## src/rtl/axi4l_pkg.sv

```systemverilog
// Shared AXI4-Lite definitions used by initiators and slaves on the interconnect.
//   axi4l_resp_e : encoding of RRESP/BRESP.
//   AXI4L_AW/DW  : address and data widths of the bus.
package axi4l_pkg;

  localparam int unsigned AXI4L_AW = 32;
  localparam int unsigned AXI4L_DW = 32;

  typedef enum logic [1:0] {
    OKAY   = 2'b00,
    EXOKAY = 2'b01,
    SLVERR = 2'b10,
    DECERR = 2'b11
  } axi4l_resp_e;

endpackage

```

## src/rtl/axi4l_if.sv

```systemverilog
// AXI4-Lite bundle connecting one initiator to one target port.
//   aclk, aresetn : bus clock and active-low reset (inputs to the bundle)
//   AW/W/B        : write address, write data, write response channels
//   AR/R          : read address, read data channels
// Modports: master (initiator side), slave (target side).
interface axi4l_if (
  input logic aclk,
  input logic aresetn
);
  logic        awvalid;
  logic        awready;
  logic [31:0] awaddr;
  logic [2:0]  awprot;
  logic        wvalid;
  logic        wready;
  logic [31:0] wdata;
  logic [3:0]  wstrb;
  logic        bvalid;
  logic        bready;
  logic [1:0]  bresp;
  logic        arvalid;
  logic        arready;
  logic [31:0] araddr;
  logic [2:0]  arprot;
  logic        rvalid;
  logic        rready;
  logic [31:0] rdata;
  logic [1:0]  rresp;

  modport master (
    input  aclk, aresetn,
    output awvalid, awaddr, awprot, wvalid, wdata, wstrb, bready,
    output arvalid, araddr, arprot, rready,
    input  awready, wready, bvalid, bresp, arready, rvalid, rdata, rresp
  );

  modport slave (
    input  aclk, aresetn,
    input  awvalid, awaddr, awprot, wvalid, wdata, wstrb, bready,
    input  arvalid, araddr, arprot, rready,
    output awready, wready, bvalid, bresp, arready, rvalid, rdata, rresp
  );
endinterface

```

## src/rtl/axi4l_copy_dma.sv

```systemverilog
// Single-channel AXI4-Lite copy engine: reads one word from the source range,
// writes it to the destination range, and repeats, one word in flight.
//   clk, rst          : clock (same net as axi.aclk), synchronous active-high reset
//   start             : one-cycle request, honoured only when idle
//   src_addr/dst_addr : byte addresses, word aligned on capture
//   len_words         : number of 32-bit words to copy (0 = no bus activity)
//   busy              : transfer in progress
//   done              : one-cycle pulse at the end of every transfer
//   error, err_addr   : sticky failure flag and address of the failing beat
//   axi               : AXI4-Lite initiator port
module axi4l_copy_dma
  import axi4l_pkg::*;
#(
  parameter int unsigned LenWidth = 16
) (
  input  logic                clk,
  input  logic                rst,
  input  logic                start,
  input  logic [31:0]         src_addr,
  input  logic [31:0]         dst_addr,
  input  logic [LenWidth-1:0] len_words,
  output logic                busy,
  output logic                done,
  output logic                error,
  output logic [31:0]         err_addr,
  axi4l_if.master             axi
);

  typedef enum logic [2:0] {
    IDLE    = 3'd0,
    RD_ADDR = 3'd1,
    RD_DATA = 3'd2,
    WR      = 3'd3,
    WR_RESP = 3'd4,
    FINISH  = 3'd5
  } state_e;

  state_e              state;
  logic [31:0]         src_q;
  logic [31:0]         dst_q;
  logic [LenWidth-1:0] remaining;
  logic [31:0]         word_buf;
  logic [31:0]         araddr_q;
  logic [31:0]         awaddr_q;
  logic                arvalid_q;
  logic                rready_q;
  logic                awvalid_q;
  logic                wvalid_q;
  logic                bready_q;
  logic                aw_done;
  logic                w_done;

  logic aw_hs;
  logic w_hs;
  logic aw_ok;
  logic w_ok;

  // A write beat is complete once each channel has handshaked, now or earlier.
  always_comb begin
    aw_hs = awvalid_q && axi.awready;
    w_hs  = wvalid_q && axi.wready;
    aw_ok = aw_done || aw_hs;
    w_ok  = w_done || w_hs;
  end

  always_ff @(posedge clk) begin
    if (rst) begin
      state     <= IDLE;
      src_q     <= '0;
      dst_q     <= '0;
      remaining <= '0;
      word_buf  <= '0;
      araddr_q  <= '0;
      awaddr_q  <= '0;
      arvalid_q <= 1'b0;
      rready_q  <= 1'b0;
      awvalid_q <= 1'b0;
      wvalid_q  <= 1'b0;
      bready_q  <= 1'b0;
      aw_done   <= 1'b0;
      w_done    <= 1'b0;
      busy      <= 1'b0;
      done      <= 1'b0;
      error     <= 1'b0;
      err_addr  <= '0;
    end else begin
      done <= 1'b0;
      case (state)
        IDLE: begin
          if (start) begin
            error <= 1'b0;
            if (len_words != '0) begin
              src_q     <= src_addr & ~32'd3;
              dst_q     <= dst_addr & ~32'd3;
              remaining <= len_words;
              araddr_q  <= src_addr & ~32'd3;
              arvalid_q <= 1'b1;
              busy      <= 1'b1;
              state     <= RD_ADDR;
            end else begin
              done  <= 1'b1;
              state <= FINISH;
            end
          end
        end

        RD_ADDR: begin
          if (axi.arready) begin
            arvalid_q <= 1'b0;
            rready_q  <= 1'b1;
            state     <= RD_DATA;
          end
        end

        RD_DATA: begin
          if (axi.rvalid) begin
            rready_q <= 1'b0;
            word_buf <= axi.rdata;
            if (axi4l_resp_e'(axi.rresp) != OKAY) begin
              error    <= 1'b1;
              err_addr <= src_q;
              busy     <= 1'b0;
              done     <= 1'b1;
              state    <= FINISH;
            end else begin
              awaddr_q  <= dst_q;
              awvalid_q <= 1'b1;
              wvalid_q  <= 1'b1;
              state     <= WR;
            end
          end
        end

        WR: begin
          if (aw_hs) begin
            awvalid_q <= 1'b0;
            aw_done   <= 1'b1;
          end
          if (w_hs) begin
            wvalid_q <= 1'b0;
            w_done   <= 1'b1;
          end
          // Completion overrides the per-channel flags set just above.
          if (aw_ok && w_ok) begin
            aw_done  <= 1'b0;
            w_done   <= 1'b0;
            bready_q <= 1'b1;
            state    <= WR_RESP;
          end
        end

        WR_RESP: begin
          if (axi.bvalid) begin
            bready_q <= 1'b0;
            if (axi4l_resp_e'(axi.bresp) != OKAY) begin
              error    <= 1'b1;
              err_addr <= dst_q;
              busy     <= 1'b0;
              done     <= 1'b1;
              state    <= FINISH;
            end else begin
              src_q     <= src_q + 32'd4;
              dst_q     <= dst_q + 32'd4;
              remaining <= remaining - LenWidth'(1);
              if (remaining == LenWidth'(1)) begin
                busy  <= 1'b0;
                done  <= 1'b1;
                state <= FINISH;
              end else begin
                araddr_q  <= src_q + 32'd4;
                arvalid_q <= 1'b1;
                state     <= RD_ADDR;
              end
            end
          end
        end

        FINISH: state <= IDLE;

        default: state <= IDLE;
      endcase
    end
  end

  assign axi.arvalid = arvalid_q;
  assign axi.araddr  = araddr_q;
  assign axi.arprot  = 3'b000;
  assign axi.rready  = rready_q;
  assign axi.awvalid = awvalid_q;
  assign axi.awaddr  = awaddr_q;
  assign axi.awprot  = 3'b000;
  assign axi.wvalid  = wvalid_q;
  assign axi.wdata   = word_buf;
  assign axi.wstrb   = wvalid_q ? 4'hF : 4'h0;
  assign axi.bready  = bready_q;

endmodule

```

## src/flat_wrapper.sv

```systemverilog
// flat-port wrapper written by rule: the top's interface ports become plain ports
module axi4l_copy_dma_flat import axi4l_pkg::*;
#(
  parameter int unsigned LenWidth = 16
)
  (clk, rst, start, src_addr, dst_addr, len_words, busy, done, error, err_addr, aclk, aresetn, axi_awvalid, axi_awaddr, axi_awprot, axi_wvalid, axi_wdata, axi_wstrb, axi_bready, axi_arvalid, axi_araddr, axi_arprot, axi_rready, axi_awready, axi_wready, axi_bvalid, axi_bresp, axi_arready, axi_rvalid, axi_rdata, axi_rresp);
  axi4l_if axi_i (.aclk(aclk), .aresetn(aresetn));
  input  logic clk;
  input  logic rst;
  input  logic start;
  input  logic [31:0] src_addr;
  input  logic [31:0] dst_addr;
  input  logic [LenWidth-1:0] len_words;
  output logic busy;
  output logic done;
  output logic error;
  output logic [31:0] err_addr;
  input wire logic aclk;
  input wire logic aresetn;
  output wire logic [$bits(axi_i.awvalid)-1:0] axi_awvalid;
  output wire logic [$bits(axi_i.awaddr)-1:0] axi_awaddr;
  output wire logic [$bits(axi_i.awprot)-1:0] axi_awprot;
  output wire logic [$bits(axi_i.wvalid)-1:0] axi_wvalid;
  output wire logic [$bits(axi_i.wdata)-1:0] axi_wdata;
  output wire logic [$bits(axi_i.wstrb)-1:0] axi_wstrb;
  output wire logic [$bits(axi_i.bready)-1:0] axi_bready;
  output wire logic [$bits(axi_i.arvalid)-1:0] axi_arvalid;
  output wire logic [$bits(axi_i.araddr)-1:0] axi_araddr;
  output wire logic [$bits(axi_i.arprot)-1:0] axi_arprot;
  output wire logic [$bits(axi_i.rready)-1:0] axi_rready;
  input wire logic [$bits(axi_i.awready)-1:0] axi_awready;
  input wire logic [$bits(axi_i.wready)-1:0] axi_wready;
  input wire logic [$bits(axi_i.bvalid)-1:0] axi_bvalid;
  input wire logic [$bits(axi_i.bresp)-1:0] axi_bresp;
  input wire logic [$bits(axi_i.arready)-1:0] axi_arready;
  input wire logic [$bits(axi_i.rvalid)-1:0] axi_rvalid;
  input wire logic [$bits(axi_i.rdata)-1:0] axi_rdata;
  input wire logic [$bits(axi_i.rresp)-1:0] axi_rresp;
  assign axi_awvalid = axi_i.awvalid;
  assign axi_awaddr = axi_i.awaddr;
  assign axi_awprot = axi_i.awprot;
  assign axi_wvalid = axi_i.wvalid;
  assign axi_wdata = axi_i.wdata;
  assign axi_wstrb = axi_i.wstrb;
  assign axi_bready = axi_i.bready;
  assign axi_arvalid = axi_i.arvalid;
  assign axi_araddr = axi_i.araddr;
  assign axi_arprot = axi_i.arprot;
  assign axi_rready = axi_i.rready;
  assign axi_i.awready = axi_awready;
  assign axi_i.wready = axi_wready;
  assign axi_i.bvalid = axi_bvalid;
  assign axi_i.bresp = axi_bresp;
  assign axi_i.arready = axi_arready;
  assign axi_i.rvalid = axi_rvalid;
  assign axi_i.rdata = axi_rdata;
  assign axi_i.rresp = axi_rresp;
  axi4l_copy_dma #(.LenWidth(LenWidth)) u_core (.clk(clk), .rst(rst), .start(start), .src_addr(src_addr), .dst_addr(dst_addr), .len_words(len_words), .busy(busy), .done(done), .error(error), .err_addr(err_addr), .axi(axi_i));
endmodule
```

## config.mk

```make
export PLATFORM = sky130hd
export DESIGN_NAME = axi4l_copy_dma_flat
export DESIGN_NICKNAME = d
export VERILOG_FILES = /design/src/rtl/axi4l_pkg.sv /design/src/rtl/axi4l_if.sv /design/src/rtl/axi4l_copy_dma.sv /design/src/flat_wrapper.sv
export SDC_FILE = /design/constraint.sdc
export NUM_CORES = 1
export LEC_CHECK = 0
export CAP_MARGIN = 10
export CORE_MARGIN = 2
export CORE_UTILIZATION = 49
export CTS_CLUSTER_SIZE = 8
export DETAILED_ROUTE_END_ITERATION = 12
export PLACE_DENSITY = 0.86
export SETUP_SLACK_MARGIN = 0.4
export SLEW_MARGIN = 5
export SYNTH_ARGS = -nofsm -noshare
export SYNTH_HDL_FRONTEND = slang
export SYNTH_SLANG_ARGS = --single-unit
```

## constraint.sdc

```tcl
create_clock -name clk -period 2.7 [get_ports clk]
set_input_delay 0.405 -clock clk [delete_from_list [all_inputs] [get_ports clk]]
set_output_delay 0.405 -clock clk [all_outputs]
set_load 0.05 [all_outputs]
```

==> impl_metrics.json, run 1 <==
{
  "cpMaxStageDelayCell": "clkdlybuf4s50_1",
  "cp_data_arrival_time_ns": 1.82,
  "rows": 53,
  "grt_pass1_wl_mm": 51.39,
  "whs_path_depth": 2,
  "grt_max_degree": 81,
  "cap_violations": 0,
  "worst_pin_slew_ns": 0.6376,
  "synth-adder-area-share_pct": 0.4799,
  "max_slew_margin_pct": 57.10,
  "rsz0062_at_grt": "no",
  "via_per_inst": 5.880,
  "wl_per_cell_um": 17.69,
  "holdPathEnd": "u_core.axi.bready",
  "synth_top_family_by_area": "simple AND/OR/NAND/NOR gates",
  "rrSetupSlack_ns": 0.51,
  "ys_types": 71,
  "drt_pre_antenna_iters": 5,
  "syn_inst": 1374,
  "ys.flop_type": "dfxtp_1",
  "synthTopCellsByCount": "nand2_1 (336), dfxtp_1 (217), a21oi_1 (141), nor2_1 (111), clkbuf_1 (65)",
  "yosys.area_share.simple_pct": 27.22,
  "fp.coreArea_sq_um": 20960,
  "fmax_ghz": 0.4497,
  "r2r_cells": 7,
  "design.die.area_sq_um": 22470,
  "worst-path-buf-inv": 1,
  "critical_path_class": "register to output port",
  "dpl_worst_slack_ns": -0.1129,
  "synth_edf_count": 0,
  "fin_ws_ns": 0.4765,
  "clkTransAtPathRegs_ns": 0.05,
  "synthMostInstantiatedCell": "nand2_1",
  "grt_usage_pct": 28.07,
  "synth_area_sq_um": 10430,
  "clk_latency_ns": 0.55,
  "hpwl_mm": 22.24,
  "hold_viol_final": 0,
  "diodes": 0,
  "drtAntennaViolNets": 0,
  "port_buffers": 257,
  "synthMuxAreaShare_pct": 0.6719,
  "drt_iter0_markers": 1094,
  "p_leak_nw": 4.934,
  "finalCriticalPeriod_ns": 2.223,
  "drcViolationCount": 0,
  "dr_total_vias": 11007,
  "ys_ff_latch": 217,
  "regToRegStartpoint": "u_core.src_q[6]",
  "yosysWarnings": 0,
  "wirelength_mm": 33.12,
  "synthXorXnorAreaFrac_pct": 2.268,
  "io_pins": 272,
  "fin_crit_sh_pct": 82.35,
  "cpLargestDelayFamily": "buffers and inverters",
  "cp-start-kind": "register",
  "ir_drop_uv": 529.6,
  "hp-class": "primary input to register",
  "crit_path_end_kind": "output port",
  "async_reset_ff_share_pct": 0,
  "die_w_um": 149.9,
  "synth_top_area_share_pct": 41.66,
  "r2r-end": "u_core.src_q[19]",
  "cts_root_buf": "clkbuf_16",
  "path_cells": "clkdlybuf4s50_1",
  "skew_ns": 0.01661,
  "fill_cells": 1714,
  "p_per_area_nw_per_um2": 694.1,
  "drive_gt1_share_pct": 7.389,
  "cp_max_fo": 8,
  "ys_seq_area_share_pct": 41.66,
  "fin_nets": 1726,
  "numCtsBuffers": 31,
  "setup_viol": 0,
  "holdWs_ns": 0.3010,
  "grt_overflow": 0,
  "grt_pass1_vias": 10211,
  "clk_path_buf_depth": 3,
  "cp.required_ns": 2.30,
  "initial_core_util_pct": 49.77,
  "antenna_found_initial": 0,
  "ys_top_cells_by_area": "dfxtp_1 (42%), nand2_1 (12%), a21oi_1 (6.8%)",
  "maxSlewViolCount": 0,
  "min-delay-start": "rst",
  "die_y_um": 149.9,
  "place_congestion": 0.9435,
  "cts_htree_levels": 1,
  "area_delta_synth_final_pct": 35.55,
  "synth_compound_area_share_pct": 21.68,
  "synth.avg_cell_area_sq_um": 7.590,
  "cts_sinks": 217,
  "cts_tree": "done",
  "synth_top_area_cell": "dfxtp_1",
  "worst_path_largest_cell_delay_ns": 0.84,
  "status": "finished clean"
}
what timing repair did:
| action | CTS | global route |
|---|---|---|
| endpoints found under the hold margin | 0 | 0 |
| setup endpoints to repair | 11 | 35 |
| pin swaps | 0 | 3 |
| buffers inserted | 0 | 4 |
| hold buffers | 0 | 0 |
| resized for setup | 2 | 12 |
routing by layer:
metal / vias to the layer above / global-route usage, % / wire (um) / part of all wire [%]
met5: - / 0 / 0 / 0
met4: 0 / 9.434 / 1081 / 3.3
met3: 95 / 6.738 / 3523 / 11
met2: 583 / 46.37 / 15330 / 46
met1: 5120 / 35.99 / 13190 / 40
li1: 5209 / - / - / -
cells in the final DEF, fill, tap and decap left out, types with 4 or more instances in the layout:
cell type        count
nor3_1              29
a22oi_1             16
a21oi_1            141
nor4_1              10
buf_4               40
a31oi_1             13
o31a_1               5
nand3b_1            27
clkdlybuf4s50_1    252
xor2_1               7
nand2b_1             6
o41ai_1              6
nor2b_1              5
and3_1               7
o31ai_1             14
a311oi_1            34
and2_1               8
a211oi_1             6
o211ai_1             4
clkbuf_16           31
or2_2                4
dfxtp_1            211
xnor2_1             20
nand2_1            335
mux2i_1              7
o21ai_0             53
a211o_1              6
buf_12               8
dlymetal6s2s_1       4
nor3b_1              4
nor2_1             111
nand4_1             19
nand3_1             28
or3_1                6
o32ai_1              8
conb_1               8
inv_1               17
o21ai_1             18
a2bb2oi_1            5
dfxtp_2              6
layout make-up:
| cell class | instances | area, sq um | area share (%) |
|---|---|---|---|
| Tap cell | 275 | 344.1 | 2.434 |
| Timing Repair Buffer | 305 | 3044 | 21.53 |
| Sequential cell | 217 | 4352 | 30.78 |
| Inverter | 17 | 63.81 | 0.4514 |
| Clock inverter | 2 | 28.78 | 0.2036 |
| Clock buffer | 32 | 779.5 | 5.514 |
| Multi-Input combinational cell | 1024 | 5524 | 39.08 |
kinds of logic (layout without fill, tap and decap cells):
| family | count (synthesis) | count (layout) |
|---|---|---|
| mux | 7 | 7 |
| simple gates | 621 | 621 |
| compound gates | 357 | 357 |
| fa+ha+maj | 4 | 4 |
| other cells | 1 | 8 |
| flops | 217 | 217 |
| xor+xnor | 27 | 27 |
| buf+inv | 140 | 356 |
metrics by stage:
step / instance area (sq um) / instances / utilization (%) / setup TNS [ns] / power (W)
after floorplan: 10460 / 1381 / - / 0 / 0.005519
after global placement: 13250 / 1834 / 63.23 / -0.3207 / 0.006379
after detailed placement: 13250 / 1834 / 63.23 / -0.4996 / 0.006438
after CTS: 14070 / 1868 / 67.12 / 0 / 0.009801
after global routing: 14140 / 1872 / 67.46 / 0 / 0.01020
final: 14140 / 1872 / 67.46 / 0 / 0.009812
worst max path at each step:
stage / startpoint / to / slack [ns] / cells past startpoint
finish: u_core.axi.wvalid / axi_wstrb[3] / 0.48 / 1
CTS: u_core.axi.wvalid / axi_wvalid / 0.43 / 1
global placement: axi_bvalid / u_core.axi.araddr[31] / -0.08 / 7
global route: u_core.state[1] / u_core.err_addr[20] / 0.36 / 6
floorplan: u_core.state[2] / u_core.dst_q[14] / 0.84 / 9
detailed placement: axi_bvalid / u_core.axi.araddr[20] / -0.11 / 7
power breakdown:
part	internal [W]	total (W)	leakage [nW]	switching (W)
Clock	0.00201	0.00336	0.397	0.00135
Combinational	0.000979	0.00261	2.77	0.00163
Sequential	0.00352	0.00385	1.77	0.000328
sequential cells by signal (all words and copies together), names as in the netlist:
| signal | cells |
|---|---|
| u_core.axi.araddr | 32 |
| u_core.axi.awvalid | 1 |
| u_core.remaining | 16 |
| u_core.aw_done | 1 |
| u_core.axi.wdata | 32 |
| u_core.axi.rready | 1 |
| u_core.w_done | 1 |
| u_core.axi.arvalid | 1 |
| u_core.axi.awaddr | 30 |
| u_core.axi.bready | 1 |
| u_core.dst_q | 30 |
| u_core.axi.wvalid | 1 |
| u_core.done | 1 |
| u_core.busy | 1 |
| u_core.err_addr | 32 |
| u_core.error | 1 |
| u_core.state | 3 |
| u_core.src_q | 32 |
Power figures use the tool's default switching activity.
==> run 2, diff against run 1 <==
==> constraint.sdc (replaced) <==
create_clock -name clk -period 2.3 [get_ports clk]
set_input_delay 0.345 -clock clk [delete_from_list [all_inputs] [get_ports clk]]
set_output_delay 0.345 -clock clk [all_outputs]
set_load 0.05 [all_outputs]
==> impl_metrics.json, run 2 (synthesis results as in run 1) <==
{
  "status": "finished clean",
  "path_cells": "nand4_1, buf_4, buf_4, nor4_2, xnor2_1, a21oi_1, nand2_1, a21oi_1",
  "placed_cells": 1861,
  "die_y_um": 149.9,
  "fin_util_pct": 73.26,
  "drive_gt1_share_pct": 17.91,
  "worst-path-buf-inv": 2,
  "cp_max_fo": 6,
  "dr_total_vias": 11903,
  "crit_path_end_kind": "register",
  "hp-class": "primary input to register",
  "critical_path_class": "register to register",
  "die_w_um": 149.9,
  "hpwl_mm": 22.75,
  "fp.coreArea_sq_um": 20960,
  "initial_core_util_pct": 49.77,
  "drt_pre_antenna_iters": 6,
  "cap_violations": 0,
  "antenna_found_initial": 3,
  "design.die.area_sq_um": 22470,
  "clkTransAtPathRegs_ns": 0.05,
  "place_congestion": 0.9018,
  "met1_length_mm": 14.15,
  "top_layer": "met5",
  "fin_crit_sh_pct": 92.29,
  "fmax_ghz": 0.4711,
  "grt_max_degree": 54,
  "swShare_pct": 34.83,
  "cp_data_arrival_time_ns": 2.58,
  "cp.required_ns": 2.76,
  "grt_overflow": 0,
  "pwr-share-comb_pct": 30.5,
  "internal-power_w": 0.007942,
  "fin_nets": 1794,
  "cts_sinks": 217,
  "grt_pass1_wl_mm": 55.52,
  "p_total_w": 0.01219,
  "ir_drop_uv": 514.2,
  "fin_setup_tns_ns": 0,
  "final_common_cell": "nand2_1",
  "io_pins": 272,
  "p_leak_nw": 6.110,
  "cts_tree": "done",
  "met2_length_mm": 18.27,
  "grt_pass1_vias": 10975,
  "p_per_area_nw_per_um2": 793.8,
  "rows": 53,
  "hold_viol_final": 0,
  "drt_iter0_markers": 1193,
  "port_buffers": 257,
  "p_seq_share_pct": 37.2,
  "drtAntennaViolNets": 0,
  "max_slew_margin_pct": 60.88,
  "setup_viol": 0,
  "numCtsBuffers": 31,
  "drcViolationCount": 0,
  "cts_htree_levels": 1,
  "cpMaxStageDelayCell": "dfxtp_4",
  "cp-start-kind": "register",
  "worst_path_largest_cell_delay_ns": 0.37,
  "wirelength_mm": 39.00,
  "worst_pin_slew_ns": 0.5855,
  "clk_latency_ns": 0.55,
  "grt_usage_pct": 30.53,
  "route.met3.wl_mm": 4.574,
  "fill_cells": 1433,
  "clk_path_buf_depth": 3,
  "via_per_inst": 6.132,
  "power.switching_w": 0.004245,
  "area_delta_synth_final_pct": 47.21,
  "maxSlewViolCount": 0,
  "clkPwrFrac_pct": 32.3,
  "finalCriticalPeriod_ns": 2.123,
  "final_cells": 1941,
  "wl_per_cell_um": 20.09,
  "skew_ns": 0.01564,
  "rsz0062_at_grt": "yes",
  "final_cell_mix": "nand2_1 (314), dfxtp_1 (186), dlygate4sd2_1 (133)",
  "cts_root_buf": "clkbuf_16",
  "cpLargestDelayFamily": "simple AND/OR/NAND/NOR gates"
}
==> run 2: cell types whose count changed in the layout (fill, tap and decap cells not counted), sizes merged <==
| cell | change |
|---|---|
| dlygate4sd2 | +133 |
| buf | +66 |
| diode | +2 |
| clkbuf | +7 |
| dlymetal6s2s | -4 |
| inv | -1 |
| clkdlybuf4s50 | -134 |
==> run 2: path summary, 6_finish.rpt <==
check                                           from                   end  slack (ns)  cells past startpoint
worst max-delay path                 u_core.src_q[5]      u_core.src_q[14]        0.18                      8
worst min-delay path                             rst  u_core.remaining[10]        0.21                      2
worst max register to register       u_core.src_q[5]      u_core.src_q[14]        0.18                      8
worst min register to register  u_core.axi.awaddr[3]  u_core.axi.awaddr[3]        0.45                      2
==> run 2: power groups by stage <==
stage                     clock network, W  registers (W)  logic [W]
after floorplan                          0        0.00509    0.00139
after detailed placement                 0        0.00453    0.00316
after global placement                   0        0.00452    0.00311
after global routing               0.00412        0.00456    0.00392
final                              0.00394        0.00453    0.00372
after CTS                          0.00394        0.00448    0.00335
==> run 2: per-layer routing <==
metal  up-vias  global-route usage [%]
li1       5349                       -
met1      5522                   37.42
met2       834                   50.94
met3       196                   7.043
met4         2                   13.87
met5         -                       0
==> run 2: layout make-up <==
cell class | count | area, sq um | area share, %
Timing Repair Buffer | 373 | 3707 | 24.15
Clock inverter | 1 | 8.758 | 0.05705
Sequential cell | 217 | 4405 | 28.70
Multi-Input combinational cell | 1024 | 6038 | 39.33
Antenna cell | 2 | 5.005 | 0.03260
Clock buffer | 32 | 779.5 | 5.077
Tap cell | 275 | 344.1 | 2.241
Inverter | 17 | 63.81 | 0.4156
==> run 2: per-stage QoR <==
stage	setup slack, ns	hold slack [ns]	instance area (sq um)
after CTS	0.2613	0.1833	14730
after floorplan	0.4393	0.4416	10460
after global routing	0.08717	0.2180	15350
after global placement	-0.1413	0.4406	13560
after detailed placement	-0.1301	0.4467	13560
final	0.1773	0.2100	15350
==> run 2: timing repair <==
action,in CTS,in global routing
endpoints found under the setup margin,269,128
pin swaps,30,59
hold buffers,0,0
gates cloned,5,2
hold endpoints to repair,0,0
resized for setup,221,118
setup buffers,19,19
==> run 3, diff against run 2 <==
--- a/config.mk
+++ b/config.mk
@@ -11,6 +11,7 @@
 export CTS_CLUSTER_SIZE = 8
 export DETAILED_ROUTE_END_ITERATION = 12
 export PLACE_DENSITY = 0.86
+export REMOVE_ABC_BUFFERS = 1
 export SETUP_SLACK_MARGIN = 0.4
 export SLEW_MARGIN = 5
 export SYNTH_ARGS = -nofsm -noshare
==> impl_metrics.json, run 3 (synthesis results as in run 1) <==
{
  "grt_pass1_vias": 10857,
  "clk_latency_ns": 0.57,
  "path_cells": "clkdlybuf4s50_1, nor4_1, nand3_2, o21ai_4, buf_4, buf_12, a2bb2oi_1, nor2_1",
  "violations": "setup timing",
  "initial_core_util_pct": 49.77,
  "final_common_cell": "nand2_1",
  "p_leak_nw": 6.334,
  "fin_crit_sh_pct": 105.3,
  "cpMaxStageDelayCell": "nor4_1",
  "rows": 53,
  "fin_nets": 1813,
  "drive_gt1_share_pct": 19.96,
  "worst_pin_slew_ns": 0.7255,
  "numCtsBuffers": 31,
  "clk_path_buf_depth": 3,
  "dr_total_vias": 12332,
  "cp_max_fo": 47,
  "crit_path_end_kind": "register",
  "fill_cells": 1369,
  "io_pins": 272,
  "die_w_um": 149.9,
  "cp-start-kind": "primary input",
  "worst_path_largest_cell_delay_ns": 0.68,
  "cts_htree_levels": 1,
  "swShare_pct": 35.67,
  "grt_usage_pct": 29.73,
  "multiInputGateArea_sq_um": 6213,
  "clkTransAtPathRegs_ns": 0.06,
  "ir_drop_uv": 535.3,
  "via_per_inst": 6.285,
  "drtAntennaViolNets": 0,
  "cp-startpoint": "len_words[13]",
  "cp_data_arrival_time_ns": 2.80,
  "fin_util_pct": 75.60,
  "hold_viol_final": 0,
  "setup_viol": 4,
  "grt_max_degree": 85,
  "grt_overflow": 0,
  "drt_iter0_markers": 1547,
  "rsz0062_at_grt": "yes",
  "design.die.area_sq_um": 22470,
  "skew_ns": 0.02032,
  "fmax_ghz": 0.4130,
  "fp.coreArea_sq_um": 20960,
  "maxSlewViolCount": 0,
  "internal-power_w": 0.008014,
  "drcViolationCount": 0,
  "p_total_w": 0.01246,
  "place_congestion": 0.9447,
  "max_slew_margin_pct": 51.19,
  "status": "complete, but fails checks",
  "cts_tree": "done",
  "port_buffers": 257,
  "final_cell_mix": "nand2_1 (317), dfxtp_1 (184), dlygate4sd2_1 (133)",
  "min-delay-start": "rst",
  "critical_path_class": "primary input to register",
  "power.switching_w": 0.004444,
  "hp-class": "primary input to register",
  "pwr-share-comb_pct": 31.6,
  "p_seq_share_pct": 36.6,
  "cts_root_buf": "clkbuf_16",
  "cap_violations": 0,
  "p_per_area_nw_per_um2": 786.4,
  "fin_ws_ns": -0.1216,
  "hpwl_mm": 22.31,
  "clkPwrFrac_pct": 31.8,
  "area_delta_synth_final_pct": 51.90,
  "drt_pre_antenna_iters": 8,
  "antenna_found_initial": 4,
  "grt_pass1_wl_mm": 54.28,
  "wirelength_mm": 42.54,
  "regToRegStartpoint": "u_core.state[1]",
  "die_y_um": 149.9,
  "fin_setup_tns_ns": -0.1572,
  "cp.required_ns": 2.68,
  "finalCriticalPeriod_ns": 2.422,
  "seq_area_sq_um": 4420,
  "cts_sinks": 217,
  "wl_per_cell_um": 21.68
}
## run 3: cell types whose count changed in the layout (fill, tap and decap cells not counted), sizes merged
cell          previous run  this run
clkbuf                  39        48
dlymetal6s2s             0         1
a21oi                  144       146
or3b                     1         2
buf                    115       121
diode                    2         4
## run 3: worst paths after layout
path                     endpoint  slack (ns)  depth (start not counted)
max          u_core.remaining[14]       -0.12                          8
min           u_core.remaining[4]        0.24                          2
max reg2reg  u_core.remaining[14]        0.02                          8
min reg2reg  u_core.axi.awaddr[5]        0.45                          2
## run 3: layout make-up
class,count,share of cell area [%]
clock inverters,1,0.05529
flip-flops and latches,217,27.90
diodes,4,0.06319
inverters,17,0.4028
multi-input cells,1027,39.22
well taps,275,2.172
repair buffers,389,25.26
clock buffers,32,4.921
## run 3: critical path: cells and delay by family
kind	cells	cell delay, ns
simple gates	3	1.09
buf+inv	3	0.85
compound gates	2	0.51
## run 3: power by group through the flow
stage,clock (W),combinational [W],sequential (W)
final,0.00397,0.00393,0.00456
after CTS,0.00391,0.00326,0.00448
after floorplan,0,0.00121,0.00513
after detailed placement,0,0.00305,0.00454
after global placement,0,0.00299,0.00452
after global routing,0.00413,0.00411,0.00458
## run 3: layer usage
metal	share of wire [%]	track usage, %	vias to the layer above
li1	-	-	5415
met1	36	37.07	5700
met2	45	48.93	945
met3	11	4.634	272
met4	7.7	16.89	0
met5	0	0	-
## run 3: what timing repair did
item	in CTS	in global routing
hold buffers	0	0
resized for setup	236	151
setup buffers	18	38
setup endpoints to repair	329	146
pin swaps	38	38
gates cloned	7	14
## run 3: through the flow
stage          hold WS, ns  cells  area, sq um  setup WS (ns)
2_1_floorplan       0.4074   1258         9894         -3.206
3_3_place_gp        0.4417   1848        13370        -0.3033
3_5_place_dp        0.4461   1848        13370        -0.3733
4_1_cts             0.2653   1906        14670         0.2994
5_1_grt             0.2765   1962        15840        -0.3838
6_report            0.2394   1962        15840        -0.1216
